[config.mk]
export PLATFORM = sky130hd
export DESIGN_NAME = m65c02_bus_ctrl
export DESIGN_NICKNAME = d
export VERILOG_FILES = /design/src/rtl/m65c02_bus_ctrl_pkg.sv /design/src/rtl/m65c02_bus_ctrl_prio_enc.sv /design/src/rtl/m65c02_bus_ctrl.sv
export SDC_FILE = /design/constraint.sdc
export NUM_CORES = 1
export LEC_CHECK = 0
export ABC_AREA = 1
export CAP_MARGIN = 10
export CELL_PAD_IN_SITES_DETAIL_PLACEMENT = 1
export CELL_PAD_IN_SITES_GLOBAL_PLACEMENT = 2
export CORE_UTILIZATION = 20
export CTS_BUF_LIST = sky130_fd_sc_hd__clkbuf_16
export CTS_CLUSTER_SIZE = 40
export DETAILED_ROUTE_END_ITERATION = 10
export PLACE_DENSITY_LB_ADDON = 0.1
export SYNTH_ARGS = -nofsm -noshare
export SYNTH_HDL_FRONTEND = slang
export SYNTH_SLANG_ARGS = --single-unit
[constraint.sdc]
create_clock -name clk -period 2.8 [get_ports clk]
set_input_delay 0.56 -clock clk [delete_from_list [all_inputs] [get_ports clk]]
set_output_delay 0.56 -clock clk [all_outputs]
set_load 0.02 [all_outputs]
[src/rtl/m65c02_bus_ctrl_pkg.sv]
// Shared encodings for the M65C02 bus controller: core IO_Op codes,
// microcycle numbers and the sequencer state type.
package m65c02_bus_pkg;

  localparam logic [1:0] IO_OP_NONE  = 2'b00;
  localparam logic [1:0] IO_OP_WRITE = 2'b01;
  localparam logic [1:0] IO_OP_READ  = 2'b10;
  localparam logic [1:0] IO_OP_FETCH = 2'b11;

  localparam logic [2:0] MC_SETUP  = 3'd6;
  localparam logic [2:0] MC_ACCESS = 3'd7;
  localparam logic [2:0] MC_END    = 3'd5;
  localparam logic [2:0] MC_IDLE   = 3'd4;

  typedef enum logic [1:0] {
    ST_IDLE  = 2'd0,
    ST_SETUP = 2'd1,
    ST_WAIT  = 2'd2,
    ST_DONE  = 2'd3
  } bus_state_t;

  function automatic logic is_read_op(input logic [1:0] op);
    return (op == IO_OP_READ) || (op == IO_OP_FETCH);
  endfunction

endpackage

[src/rtl/m65c02_bus_ctrl_prio_enc.sv]
// Lowest-index-wins priority encoder; multi flags more than one request.
module bus_prio_enc #(
  parameter int unsigned N     = 4,
  parameter int unsigned IDX_W = (N > 1) ? $clog2(N) : 1
) (
  input  logic [N-1:0]     req,
  output logic [IDX_W-1:0] idx,
  output logic             valid,
  output logic             multi
);

  always_comb begin
    idx   = '0;
    valid = 1'b0;
    multi = 1'b0;
    for (int unsigned i = 0; i < N; i++) begin
      if (req[i]) begin
        if (valid) begin
          multi = 1'b1;
        end else begin
          idx   = IDX_W'(i);
          valid = 1'b1;
        end
      end
    end
  end

endmodule

[src/rtl/m65c02_bus_ctrl.sv]
// Microcycle-aware bus sequencer between the M65C02 core and N slaves.
// Optional write/read trace of one address when BUS_TRACE_EN is defined.
module m65c02_bus_ctrl
  import m65c02_bus_pkg::*;
#(
  parameter int unsigned       NUM_SLAVES    = 4,
  parameter int unsigned       DATA_W        = 8,
  parameter int unsigned       WAIT_W        = 4,
  parameter logic [DATA_W-1:0] UNMAPPED_DATA = 8'hFF,
  parameter logic [DATA_W-1:0] RESET_DATA    = 8'hEA,
  parameter logic [15:0]       TRACE_ADDR    = 16'h0010
) (
  input  logic                         clk,
  input  logic                         rst_n,
  input  logic [15:0]                  cpu_addr,
  input  logic [DATA_W-1:0]            cpu_do,
  input  logic [1:0]                   cpu_io_op,
  input  logic [2:0]                   cpu_mc,
  output logic [DATA_W-1:0]            cpu_di,
  output logic                         cpu_wait,
  input  logic [NUM_SLAVES-1:0]        cs_vec,
  input  logic [NUM_SLAVES*WAIT_W-1:0] wait_cfg,
  input  logic [NUM_SLAVES*DATA_W-1:0] rdata_flat,
  output logic [NUM_SLAVES-1:0]        slave_we,
  output logic [NUM_SLAVES-1:0]        slave_re,
  output logic [DATA_W-1:0]            wdata,
  output logic                         bus_err
`ifdef BUS_TRACE_EN
  ,
  output logic                         trace_hit,
  output logic [DATA_W-1:0]            trace_wdata,
  output logic [DATA_W-1:0]            trace_rdata,
  output logic                         trace_match
`endif
);

  localparam int unsigned SEL_W = (NUM_SLAVES > 1) ? $clog2(NUM_SLAVES) : 1;

  bus_state_t state_q, state_d;
  logic [SEL_W-1:0]      sel_q, sel_d;
  logic                  valid_q, valid_d;
  logic [1:0]            op_q, op_d;
  logic [DATA_W-1:0]     wdata_q, wdata_d;
  logic [WAIT_W-1:0]     cnt_q, cnt_d;
  logic [DATA_W-1:0]     di_q, di_d;
  logic [NUM_SLAVES-1:0] re_q, re_d;
  logic                  err_q, err_d;

  logic [SEL_W-1:0]  enc_idx;
  logic              enc_valid, enc_multi;
  logic              start, rd_capture;
  logic [WAIT_W-1:0] wait_sel;
  logic [DATA_W-1:0] rdata_sel;

  bus_prio_enc #(.N(NUM_SLAVES), .IDX_W(SEL_W)) u_prio_enc (
    .req   (cs_vec),
    .idx   (enc_idx),
    .valid (enc_valid),
    .multi (enc_multi)
  );

  assign start      = (cpu_mc == MC_SETUP) && (cpu_io_op != IO_OP_NONE);
  assign rd_capture = (state_q == ST_DONE) && (cpu_mc == MC_END) && is_read_op(op_q);
  assign wait_sel   = wait_cfg[enc_idx*WAIT_W +: WAIT_W];
  assign rdata_sel  = rdata_flat[sel_q*DATA_W +: DATA_W];

  always_comb begin
    state_d  = state_q;
    sel_d    = sel_q;
    valid_d  = valid_q;
    op_d     = op_q;
    wdata_d  = wdata_q;
    cnt_d    = cnt_q;
    di_d     = di_q;
    re_d     = '0;
    err_d    = err_q;
    slave_we = '0;
    cpu_wait = 1'b0;

    // SETUP already counts as the first wait cycle, so the counter is
    // decremented on leaving it and DONE is reached after exactly N waits.
    unique case (state_q)
      ST_IDLE: ;
      ST_SETUP: begin
        if ((op_q == IO_OP_WRITE) && valid_q) slave_we[sel_q] = 1'b1;
        cpu_wait = (cnt_q != '0);
        if (cnt_q > WAIT_W'(1)) begin
          state_d = ST_WAIT;
          cnt_d   = cnt_q - WAIT_W'(1);
        end else begin
          state_d = ST_DONE;
          cnt_d   = '0;
        end
      end
      ST_WAIT: begin
        cpu_wait = 1'b1;
        if (cnt_q > WAIT_W'(1)) begin
          cnt_d = cnt_q - WAIT_W'(1);
        end else begin
          state_d = ST_DONE;
          cnt_d   = '0;
        end
      end
      ST_DONE: begin
        if (cpu_mc == MC_END) begin
          if (rd_capture) begin
            di_d = valid_q ? rdata_sel : UNMAPPED_DATA;
            if (valid_q) re_d[sel_q] = 1'b1;
          end
          state_d = ST_IDLE;
        end
      end
      default: state_d = ST_IDLE;
    endcase

    // A new access always wins; one arriving mid-access is a protocol error.
    if (start) begin
      if (state_q != ST_IDLE) err_d = 1'b1;
      if (enc_multi) err_d = 1'b1;
      state_d = ST_SETUP;
      sel_d   = enc_idx;
      valid_d = enc_valid;
      op_d    = cpu_io_op;
      wdata_d = cpu_do;
      cnt_d   = enc_valid ? wait_sel : '0;
    end
  end

  always_ff @(posedge clk) begin
    if (!rst_n) begin
      state_q <= ST_IDLE;
      sel_q   <= '0;
      valid_q <= 1'b0;
      op_q    <= IO_OP_NONE;
      wdata_q <= '0;
      cnt_q   <= '0;
      di_q    <= RESET_DATA;
      re_q    <= '0;
      err_q   <= 1'b0;
    end else begin
      state_q <= state_d;
      sel_q   <= sel_d;
      valid_q <= valid_d;
      op_q    <= op_d;
      wdata_q <= wdata_d;
      cnt_q   <= cnt_d;
      di_q    <= di_d;
      re_q    <= re_d;
      err_q   <= err_d;
    end
  end

  assign cpu_di   = di_q;
  assign slave_re = re_q;
  assign wdata    = wdata_q;
  assign bus_err  = err_q;

`ifdef BUS_TRACE_EN
  logic              tsel_q, tsel_d;
  logic              thit_q, thit_d;
  logic [DATA_W-1:0] twdata_q, twdata_d;
  logic [DATA_W-1:0] trdata_q, trdata_d;

  always_comb begin
    tsel_d   = tsel_q;
    thit_d   = thit_q;
    twdata_d = twdata_q;
    trdata_d = trdata_q;
    if (start) begin
      tsel_d = (cpu_addr == TRACE_ADDR);
      if ((cpu_io_op == IO_OP_WRITE) && enc_valid && (cpu_addr == TRACE_ADDR)) begin
        thit_d   = 1'b1;
        twdata_d = cpu_do;
      end
    end
    if (rd_capture && tsel_q) trdata_d = di_d;
  end

  always_ff @(posedge clk) begin
    if (!rst_n) begin
      tsel_q   <= 1'b0;
      thit_q   <= 1'b0;
      twdata_q <= '0;
      trdata_q <= '0;
    end else begin
      tsel_q   <= tsel_d;
      thit_q   <= thit_d;
      twdata_q <= twdata_d;
      trdata_q <= trdata_d;
    end
  end

  assign trace_hit   = thit_q;
  assign trace_wdata = twdata_q;
  assign trace_rdata = trdata_q;
  assign trace_match = (twdata_q == trdata_q);
`endif

  logic unused_ok;
  assign unused_ok = ^{MC_ACCESS, MC_IDLE
`ifndef BUS_TRACE_EN
                       , cpu_addr, TRACE_ADDR
`endif
                      };

endmodule

# After elaboration in Yosys (flattened, before gate mapping)
# Cells that the tools add are included.
classes:
  n_addsub: 1
  mul: 0
  n_div: 0
  magnitude_cmp: 3
  eq_ne: 12
  shift: 2
  muxes: 33
  n_bitwise: 1
  reduce_logical: 20
ops:
  columns: ["operator", "n"]
  rows:
  - ["32-bit by 6-bit variable part select with 8-bit output", 1]
  - ["4-bit two-way mux", 6]
  - ["1-bit two-way mux", 16]
  - ["16-bit by 5-bit variable part select with 4-bit output", 1]
  - ["2-bit two-way mux", 7]
  - ["3-bit AND reduction", 3]
  - ["2-bit == test (second input constant)", 4]
  - ["8-bit two-way mux", 1]
  - ["2-bit nonzero test", 4]
  - ["4-bit nonzero test", 2]
  - ["3-bit == test (second input constant)", 2]
  - ["2-bit one-hot mux with 3 select lines", 1]
  - ["1-bit logical AND", 5]
  - ["5-bit AND reduction", 1]
  - ["2-bit by 1-bit == test with 1-bit output (second input constant)", 2]
  - ["4-bit by 1-bit greater-than comparator with 1-bit output (second input constant)", 1]
  - ["2-bit OR reduction", 2]
  - ["4-bit by 1-bit subtractor with 4-bit output (second input constant)", 1]
  - ["2-bit by 3-bit less-than comparator with 1-bit output (second input constant)", 1]
  - ["3-bit by 2-bit != test with 1-bit output (second input constant)", 1]
  - ["3-bit != test (second input constant)", 1]
  - ["3-bit nonzero test", 1]
  - ["1-bit demux with 2-bit select", 1]
  - ["2-bit by 1-bit greater-or-equal comparator with 1-bit output (second input constant)", 1]
  - ["other kinds (6)", 6]
totals:
  ff_bits: 32
  latchBits: 0
  mem_bits_rw: 0
  romBits: 0
  inputBits: 83
  output_inout_bits: 26
  wordCells: 82
  n_memories: 0

# Depth between registers and ports, before layout
logic_depth:
  word_depth: 10
  mapped_depth: 11
  ltp_nobuf: 11

# By module
# Synthesis repeated with hierarchy kept, for this count alone.
hier_totals:
  hier_cells: 272
  area_unflattened_um2: 1836.8
by_module_without_submodules:
  columns: ["mod", "instances", "cells_per_inst", "area_each_um2", "seq_area_each_um2"]
  rows:
  - ["m65c02_bus_ctrl", 1, 258, 1776.7, 640.6]
  - ["bus_prio_enc", 1, 14, 60.1, 0.0]

# Least setup slack after synthesis
# OpenSTA, ideal clock, no wires.
synth_path:
  path_kind: "register to output"
  from: "register state_q[0]"
  to: "output cpu_wait"
  arrival_time_ns: 1.139
  required_ns: 2.240
  slack_ns: 1.101
  path_stages_with_launch: 5
  path_buffers: 0
  path_cell_list: "dfxtp_1 inv_1 ha_1 inv_1 a21oi_1"
synth_between:
  elab_chain_len: 2
  elab_cells_between_ends: 3
  classes_between: "eq/ne (2); mux (1)"
synth_rtl:
  columns: ["item", "line", "source"]
  rows:
  - ["from (decl)", "m65c02_bus_ctrl.sv:39", "bus_state_t state_q, state_d;"]
  - ["from (signal assigned)", "m65c02_bus_ctrl.sv:141", "state_q <= state_d;"]
  - ["2-bit == test or 2-bit by 1-bit == test with 1-bit output (tied branches)", "m65c02_bus_ctrl.sv:82", "unique case (state_q)"]
  - ["1-bit one-hot mux with 2 select lines (*)", "m65c02_bus_ctrl.sv:82", null]
  - ["to (decl)", "m65c02_bus_ctrl.sv:20", "output logic cpu_wait,"]
# Every way passes the cells marked *; elsewhere a longest branch is shown, timed or not.

# Worst setup path in the final report
layout_path:
  from: "register state_q[1]"
  to: "output slave_we[3]"
layout_between:
  elab_chain_len: 2
layout_rtl:
  columns: ["item", "line", "source"]
  rows:
  - ["2-bit by 1-bit == test with 1-bit output", "m65c02_bus_ctrl.sv:82", null]
  - ["4-bit two-way mux", "m65c02_bus_ctrl.sv:82", null]
  - ["to (decl)", "m65c02_bus_ctrl.sv:24", "output logic [NUM_SLAVES-1:0] slave_we,"]
# Every way passes these cells.

==> metrics.csv <==
metric,value,unit
dpl.hpwl,5080,µm
cts_buffers,5,
layout-drive-gt1-share,8.62,%
pre_cts_ws,525,ps
slew_headroom,70.5,%
finalHoldViolCount,0,
synth_area,1920,µm²
core_area,9280,µm²
drcViolationCount,0,
cts_max_level,2,
synthSimpleGateAreaFrac,31.6,%
crit_path_end_kind,output pin,
worstPathArrival,1980,ps
post_dp_cell_area,3020,µm²
final_core_util,34.0,%
ys_ff_latch,32,
drtIter0Drc,27,
initial_core_util,20.7,%
cap_violations,0,
io_buffer_count,92,
slew_viol_final,0,
ant_nets,0,
clk_path_buf_depth,2,
synth_fp_nets,373,
finalSetupViolations,0,
placementRows,35,
worst-setup-path-type,flip-flop to output pin,
fmax,394,MHz
synthAdderAreaFrac,4.56,%
dp_cells,505,
cts_resized,0,
synth_top_area_cell,dfxtp_1,
rsz0062_at_grt,false,
cts_hold_buf,0,
fin_crit_sh,90.7,%
dieArea,9990,µm²
muxShareOfSynthArea,0,%
hp-class,flip-flop to flip-flop,
grt_antenna_before_repair,0,
grt_pass1_vias,2083,
synth_top_area_share,33.4,%
cts_sinks,32,
finClkSkew,5.04,ps
p_per_area,508,nW/µm²
ys_warn_count,0,
vias_per_cell,4.18,
startpoint_type,flip-flop,
die_w,100,µm
drt_wl_total,6260,µm
stdcell_count,512,
run_status,completed,
avgSynthCellArea,6.78,µm²
finalSetupTns,0,ps
synth_compound_area_share,19.1,%
tritoncts,yes,
vias,2141,
synth_cells,283,
pin_count,109,
tightest_slew,441,ps
die_h,100,µm
cts.clk_slew.worst_paths,50,ps
hold_slack,450,ps
postLayoutCellArea,3150,µm²
synth-xor-area-share,0.456,%
area_delta_synth_final,64.3,%
power,1.60,mW
fillers,1172,
wl_per_cell,12.2,µm
grt_start_max_net_pins,16,
root_buffer,clkbuf_16,
ys_top_cells_by_area,"dfxtp_1 (33%), inv_1 (9.2%), nand2_1 (8.8%)",
synth_cell_types,30,
synth_top_family_by_area,simple AND/OR/NAND/NOR gates,
ir_drop,0.000199,V
grt.total_usage,13.0,%
critPathRequiredTime,2240,ps
fin_crit,2540,ps
timing.final.ws_setup,259,ps
grt_pass1_wl,10200,µm
gr-total-overflow,0,
post-cts-setup-buffer-count,0,
drt-pass1-iter-count,4,
power.leakage,1.36,nW
routabilityCongestion,0.777,
nets,473,
crit_fanout,6,
ys_seq_area_share,33.4,%
n_antenna_cell,0,
clock_insertion_delay_worst_skew,270,ps
-- cell usage after synthesis --
| cell | count |
|---|---|
| nand3_1 | 25 |
| inv_1 | 47 |
| xor2_1 | 1 |
| nand4_1 | 5 |
| a21oi_2 | 1 |
| buf_2 | 1 |
| nor2_8 | 1 |
| clkbuf_1 | 2 |
| o32ai_1 | 1 |
| a21oi_1 | 27 |
| nand2_4 | 1 |
| ha_1 | 7 |
| buf_4 | 1 |
| a21oi_4 | 1 |
| nor2_2 | 10 |
| a211oi_1 | 1 |
| nor3_4 | 1 |
| o211ai_1 | 1 |
| nand2_1 | 45 |
| o21ai_0 | 25 |
| inv_2 | 2 |
| nand3b_4 | 1 |
| nand3_2 | 1 |
| nor2_1 | 32 |
| a22o_1 | 6 |
| nand3b_1 | 1 |
| dfxtp_1 | 32 |
| o21ai_1 | 1 |
| nand2_2 | 2 |
| inv_4 | 1 |
-- layout make-up --
cell class | count | area, µm² | share of cell area [%]
inverter | 50 | 190 | 6.03
timing repair buffer | 97 | 958 | 30.4
sequential | 32 | 641 | 20.3
clock buffer | 5 | 125 | 3.97
tap | 129 | 161 | 5.12
clock inverter | 2 | 8.76 | 0.278
multi-input combinational | 197 | 1070 | 33.9
-- critical path, cell delays in order (launching register included) --
cell and delay [ps]:
dfxtp_1 330, inv_1 160, ha_1 210, nand4_1 200, nor2_1 180, clkdlybuf4s50_1 630
-- routing by layer --
layer | GRT usage [%] | share of wire (%)
met1 | 16.1 | 47
met2 | 22.7 | 48
met3 | 2.65 | 4.0
met4 | 3.85 | 1.2
met5 | 0 | 0
-- power by group --
part | total, mW | internal, mW | switching (mW)
logic | 0.563 | 0.259 | 0.304
registers | 0.531 | 0.497 | 0.0342
clock network | 0.506 | 0.319 | 0.187
-- registers in the layout, summed over array words and instances, names as in the netlist --
| register | cells |
|---|---|
| valid_q | 1 |
| cpu_di | 8 |
| cnt_q | 4 |
| state_q | 2 |
| op_q | 2 |
| sel_q | 2 |
| slave_re | 4 |
| wdata | 8 |
| bus_err | 1 |
-- layout by cell type, fill, tap and decap left out, drive strengths merged, types with 6 or more instances in the layout --
master / count
clkdlybuf4s50: 92
inv: 51
nand2: 48
nor2: 43
dfxtp: 32
a21oi: 29
o21ai: 26
nand3: 26
ha: 7
a22o: 6
-- logic make-up (layout without fill, tap and decap cells) --
group / count (synthesis) / in the layout
AOI/OAI and AO/OA: 64 / 64
xor gates and xnor gates: 1 / 1
adders and majority gates: 7 / 7
buffers and inverters: 54 / 154
DFF: 32 / 32
and+or+nand+nor: 125 / 125
-- path summary, 6_finish.rpt --
kind / from / to / slack [ps] / cells past startpoint
worst min-delay path: bus_err / bus_err / 450 / 2
worst max register to register: state_q[0] / slave_re[2] / 1270 / 7
worst max-delay path: state_q[1] / slave_we[3] / 260 / 5
worst min register to register: bus_err / bus_err / 450 / 2
Note: power is estimated with default switching activity, not from simulation.
